`src/rtl/calc_seq_ctrl.sv`:
```
// calc_seq_ctrl: steps the calc datapath through one 70-step pass per tile and hands each result byte out over valid/ready
module calc_seq_ctrl #(
    parameter int CNT_W   = 7,
    parameter int CAP_CNT = 68,
    parameter int CMP_CNT = 69,
    parameter int TILE_W  = 4
) (
    input  logic              clk,
    input  logic              rst,
    input  logic              start,
    input  logic [TILE_W-1:0] num_tiles,
    output logic              start_ready,
    input  logic              stall,
    output logic [CNT_W-1:0]  cnt,
    output logic              acc_clr,
    output logic              capture_en,
    input  logic [7:0]        ans_in,
    output logic              out_valid,
    input  logic              out_ready,
    output logic [7:0]        out_data,
    output logic [TILE_W-1:0] out_tile,
    output logic              busy,
    output logic              frame_done
);
    typedef enum logic [1:0] {IDLE, RUN, WAIT_OUT} state_t;
    localparam logic [CNT_W-1:0] cap_val = CNT_W'(CAP_CNT);
    localparam logic [CNT_W-1:0] cmp_val = CNT_W'(CMP_CNT);
    state_t state;
    logic [TILE_W-1:0] tile_idx, tiles_lat;
    logic accept, last;
    assign accept      = state == WAIT_OUT && out_valid && out_ready;
    assign last        = tile_idx == tiles_lat - 1'b1;
    assign start_ready = state == IDLE;
    assign busy        = state != IDLE;
    assign capture_en  = state == RUN && cnt == cap_val && !stall;
    assign frame_done  = accept && last;
    always_ff @(posedge clk) begin
        if (rst) begin
            state     <= IDLE;
            cnt       <= '0;
            tile_idx  <= '0;
            tiles_lat <= '0;
            acc_clr   <= 1'b0;
            out_valid <= 1'b0;
            out_data  <= '0;
            out_tile  <= '0;
        end else begin
            acc_clr <= 1'b0;
            case (state)
                IDLE: if (start) begin
                    state     <= RUN;
                    cnt       <= '0;
                    tile_idx  <= '0;
                    tiles_lat <= num_tiles == '0 ? TILE_W'(1) : num_tiles;
                    acc_clr   <= 1'b1;
                end
                RUN: if (!stall) begin
                    state <= cnt == cmp_val ? WAIT_OUT : RUN;
                    cnt   <= cnt == cmp_val ? '0 : cnt + 1'b1;
                end
                WAIT_OUT: if (!out_valid) begin
                    // ans_in was loaded by the datapath on the last RUN edge; latch it once
                    out_valid <= 1'b1;
                    out_data  <= ans_in;
                    out_tile  <= tile_idx;
                end else if (out_ready) begin
                    out_valid <= 1'b0;
                    state     <= last ? IDLE : RUN;
                    tile_idx  <= last ? tile_idx : tile_idx + 1'b1;
                    acc_clr   <= !last;
                end
                default: state <= IDLE;
            endcase
        end
    end
endmodule
```
`config.mk`:
```
export PLATFORM = sky130hd
export DESIGN_NAME = calc_seq_ctrl
export DESIGN_NICKNAME = d
export VERILOG_FILES = /design/src/rtl/calc_seq_ctrl.sv
export SDC_FILE = /design/constraint.sdc
export NUM_CORES = 1
export LEC_CHECK = 0
export CAP_MARGIN = 20
export CORE_UTILIZATION = 45
export DETAILED_ROUTE_END_ITERATION = 12
export PLACE_DENSITY = 0.75
export SETUP_SLACK_MARGIN = 0.4
export SLEW_MARGIN = 10
export SYNTH_ARGS = -nofsm -noshare
export SYNTH_HDL_FRONTEND = slang
export SYNTH_SLANG_ARGS = --single-unit
```
`constraint.sdc`:
```
create_clock -name clk -period 2.3 [get_ports clk]
set_clock_uncertainty 0.05 [all_clocks]
set_input_delay 0.23 -clock clk [delete_from_list [all_inputs] [get_ports clk]]
set_output_delay 0.23 -clock clk [all_outputs]
set_load 0.01 [all_outputs]
```
== After elaboration in Yosys (flattened, before gate mapping) ==
Index checks and enable logic that the tools add are counted.

* $lt $le $gt $ge: 0
* Bitwise gates (word level): 1
* Divide/modulo/power cells: 0
* Reductions and logical operators: 17
* $mul: 0
* Shift operators: 0
* Mux-type cells: 23
* Add/sub/neg operators: 3
* Equal/unequal tests: 10

{| class="wikitable"
|+ Operators with widths
! kind !! number
|-
| two-way mux 7 bit || 3
|-
| two-way mux 4 bit || 5
|-
| equality test 7 bit (second input constant) || 2
|-
| case mux 7 bit (2 select lines) || 1
|-
| two-way mux 2 bit || 5
|-
| inequality test 2 bit (second input constant) || 5
|-
| case mux 4 bit (2 select lines) || 1
|-
| adder 7 x 1 -> 7 bit (second input constant) || 1
|-
| two-way mux 1 bit || 6
|-
| case mux 2 bit (3 select lines) || 1
|-
| nonzero test 2 bit || 3
|-
| logical AND 1 bit || 5
|-
| AND reduction 5 bit || 1
|-
| adder 4 x 1 -> 4 bit (second input constant) || 1
|-
| equality test 4 bit || 1
|-
| zero test 4 bit || 1
|-
| AND reduction 2 bit || 2
|-
| AND reduction 4 bit || 1
|-
| subtractor 4 x 1 -> 4 bit (second input constant) || 1
|-
| AND reduction 3 bit || 1
|-
| equality test 2 x 1 -> 1 bit (second input constant) || 1
|-
| equality test 2 bit (second input constant) || 1
|-
| zero test 1 bit || 2
|-
| zero test 2 bit || 1
|-
| 2 further kinds || 2
|}

* Bits in registers: 31
* Bits in read-only memories: 0
* Bits in latches: 0
* Memory bits (writable): 0
* Memories: 0
* Bits of input ports: 17
* Output and inout bits: 25
* Logic and storage cells: 62

== Logic depth before layout (Yosys ltp) ==
* Depth in word-level cells: 6
* Depth in mapped cells: 6
* Depth with buffers taken out: 6

== Least setup slack after synthesis ==
Ideal clock, no wire load.

* Path kind: flip-flop to output port
* Start point: register tiles_lat[0]
* End point: output frame_done
* Path buffers: 0
* Data required time: 2.020 ns
* Arrival: 1.371 ns
* Stages on the path, launching flop included: 6
* Path slack: 0.649 ns
* Path through: dfxtp_1 > inv_1 > ha_1 > xor2_2 > nand3_4 > nor4_1

* Longest elaborated chain between the ends: 3

{| class="wikitable"
|+ Ends and longest elaborated chain
! item !! line !! text
|-
| from (decl) || 29 || <nowiki>logic [TILE_W-1:0] tile_idx, tiles_lat;</nowiki>
|-
| from (signal assigned) || 54 || <nowiki>tiles_lat <= num_tiles == '0 ? TILE_W'(1) : num_tiles;</nowiki>
|-
| subtractor 4 x 1 -> 4 bit || 32 || <nowiki>assign last = tile_idx == tiles_lat - 1'b1;</nowiki>
|-
| equality test 4 bit || 32 ||
|-
| logical AND 1 bit || 36 || <nowiki>assign frame_done = accept && last;</nowiki>
|-
| to (decl) || 23 || <nowiki>output logic frame_done</nowiki>
|}

No other way between the ends.

== Worst setup path after layout ==
Same ends and word-level chain as after synthesis.

==> summary.txt <==
Outcome
  – Status: finished clean

STA
  – Final Hold Vio Count: 0
  – Crit share post-route: 84.4%
  – Final min period: 1.94 ns
  – RSZ-0062 raised after global routing: true
  – Final worst hold slack: 0.442 ns
  – Fmax: 0.515 GHz
  – Slew at the pin closest to its max-slew limit: 0.597 ns
  – Max_slew headroom: 60.0%
  – Setup TNS: 0 ns
  – # setup viols final: 0
  – Worst setup margin: 0.359 ns
  – Final Max Tran Viols: 0

Route
  – Routed wire length per instance: 13.6 um
  – DR iter-0 viols: 51
  – Residual DRC: 0
  – Vias: 1390
  – DRT Pass-1 Iters: 4
  – Antenna Nets Post-Route: 0
  – Mean number of vias per cell: 5.33
  – Final WL: 3.55 mm

GRT
  – Largest net degree at the start of global routing: 17
  – Total gr overflow: 0
  – First-pass GRT wire length: 5.29 mm
  – GRT Resource Usage Total: 19.4%
  – Initial antenna violation count: 0
  – Vias in the first global route: 1225

Hold path
  – Hold crit path type: reg2reg

Logic synthesis
  – Post-Synth XOR/XNOR Area: 7.87%
  – Top-area cell type share of the netlist area: 39.1%
  – Post-Synth Adder-Cell Area: 3.94%
  – Area contributors post-synth: dfxtp_1 (39%), mux2i_1 (8.2%), nor2_1 (5.9%)
  – Synth Register Bits: 31
  – Leading area contributor after synthesis: dfxtp_1
  – Cells after Synth: 167
  – Post-synthesis net count: 189
  – Seq/Total Area, Yosys: 39.1%
  – Post-synth ARST share: 0%
  – Most instantiated cells after synthesis: dfxtp_1 (31), nor2_1 (25), mux2i_1 (13)
  – Post-synthesis compound-gate area fraction: 14.8%
  – Most common cell in the synthesized netlist: dfxtp_1
  – Synthesized cell area: 1590 sq um
  – Synth Area in Simple Gates: 20.8%
  – Synth cell types: 47
  – Synth Warn #: 0
  – Post-synthesis mux area share: 8.19%
  – Largest family of logic cells by synthesized area: simple AND/OR/NAND/NOR gates
  – Number of synthesized flops with an enable pin: 0
  – Top FF cell, synth: dfxtp_1
  – Synth Area per Inst: 9.52 sq um

CTS
  – Longest Clk Path Bufs: 2
  – Root Driver: clkbuf_4
  – Clk slew on worst S/H paths: 0.10 ns
  – CTS tree: done
  – H-tree Lvls: 2
  – Inserted Clock Buffers: 5
  – Clock Latency Late Sink: 0.32 ns
  – Clock Sinks: 31

Layout
  – Layout Area Growth over Synthesis: 36.1%
  – Sequential cell area: 629 sq um
  – Util after Layout: 64.3%
  – Cell Count, Final, Fillers Out: 261
  – Nets: 237
  – Antenna cell count: 0
  – Share of layout cells above drive strength 1: 18.1%
  – Layout fillers: 298
  – Combined area of the multi-input logic cells: 933 sq um

Setup path
  – Crit end category: output pin
  – Crit Path Class: reg2out
  – Crit path largest cell delay: 0.33 ns
  – Worst EP required: 2.02 ns
  – Critical path arrival: 1.66 ns
  – Flop-to-flop setup slack: 0.52 ns
  – Critical path launch point type: flip-flop
  – Crit path cell chain: buf_4 > nor3_2 > xnor2_2 > nor4_4 > buf_2
  – Slowest-stage cell, CP: dfxtp_2
  – CP max FO: 7

Place
  – I/O Buffers: 41
  – Gpl congestion: 0.864
  – Placed cell count: 251
  – Place WS: 0.102 ns
  – Final HPWL DP: 2.49 mm

Floorplan
  – Die ar.: 3770 sq um
  – CORE AREA: 3360 sq um
  – I/O pin count: 42
  – Initial Util: 47.2%
  – # rows: 21
  – Die outline width: 61.4 um
  – DIE HEIGHT: 61.4 um

Flow run
  – Max_cap viols: 0

Power
  – Power per cell area: 488 nW/um^2
  – Leak: 0.742 nW
  – IR drop worst, VDD: 319 uV
## layout by cell type, fill, tap and decap left out, drive strengths merged, types with 2 or more instances in the layout
cell type	instances
a31o	2
mux2i	13
a211oi	3
nor2	26
xnor2	7
ha	5
dfxtp	31
nand2b	6
buf	7
a2111oi	2
nand3	8
nand2	9
o21ai	3
inv	10
or3	2
clkdlybuf4s50	39
o21a	2
xor2	2
a21oi	8
clkbuf	6
nor4	2
nor3	5
## final timing paths
kind                            depth (start not counted)    startpoint            to
worst max-delay path                                    5  tiles_lat[0]    frame_done
worst min-delay path                                    2  tiles_lat[1]  tiles_lat[1]
worst max register to register                          7  tiles_lat[0]      state[0]
worst min register to register                          2  tiles_lat[1]  tiles_lat[1]
## cell type report
type,count,area share [%]
clock inverters,1,0.231
repair buffers,47,20.8
clock buffers,6,2.37
flip-flops and latches,31,29.1
well taps,46,2.66
inverters,10,1.74
multi-input cells,120,43.1
## stage by stage
stage | total power [W] | area, sq um
3_3_place_gp | 0.000717 | 2030
5_1_grt | 0.00110 | 2160
2_1_floorplan | 0.000665 | 1590
6_report | 0.00105 | 2160
4_1_cts | 0.00105 | 2110
3_5_place_dp | 0.000724 | 2030
## critical path, delay by kind of cell (launching register included)
kind,cells,cell delay (ns)
simple gates,2,0.51
flops,1,0.33
buf+inv,2,0.30
xor+xnor,1,0.19
## where the power goes
group,internal [W],switching (W),leakage [nW]
Clock,0.000141,0.000182,0.0341
Sequential,0.000548,0.0000142,0.254
Combinational,0.0000877,0.0000816,0.453
## flip-flops by register name (all words and copies together) (netlist names)
name	flops
tile_idx	4
tiles_lat	4
state	2
out_data	8
cnt	7
acc_clr	1
out_tile	4
out_valid	1
## cell families (layout without fill, tap and decap cells)
logic type | after synthesis | count (layout)
simple gates | 63 | 63
flops | 31 | 31
compound gates | 29 | 29
buf+inv | 16 | 64
mux | 13 | 13
xor+xnor | 10 | 10
fa+ha+maj | 5 | 5
## layer usage
| layer | share of wire, % | vias to the layer above | wire, um | global-route usage, % |
|---|---|---|---|---|
| met5 | 0 | - | 0 | 0 |
| met4 | 1.3 | 0 | 46 | 7.30 |
| met3 | 6.7 | 8 | 239 | 6.30 |
| met2 | 49 | 59 | 1730 | 32.5 |
| met1 | 43 | 647 | 1530 | 23.3 |
| li1 | - | 676 | - | - |
## timing repair
item	in CTS	in global routing
hold buffers	0	0
setup endpoints to repair	4	3
pin swaps	0	1
gates resized for setup	15	3
setup buffers	0	3
Power figures use the tool's default switching activity.
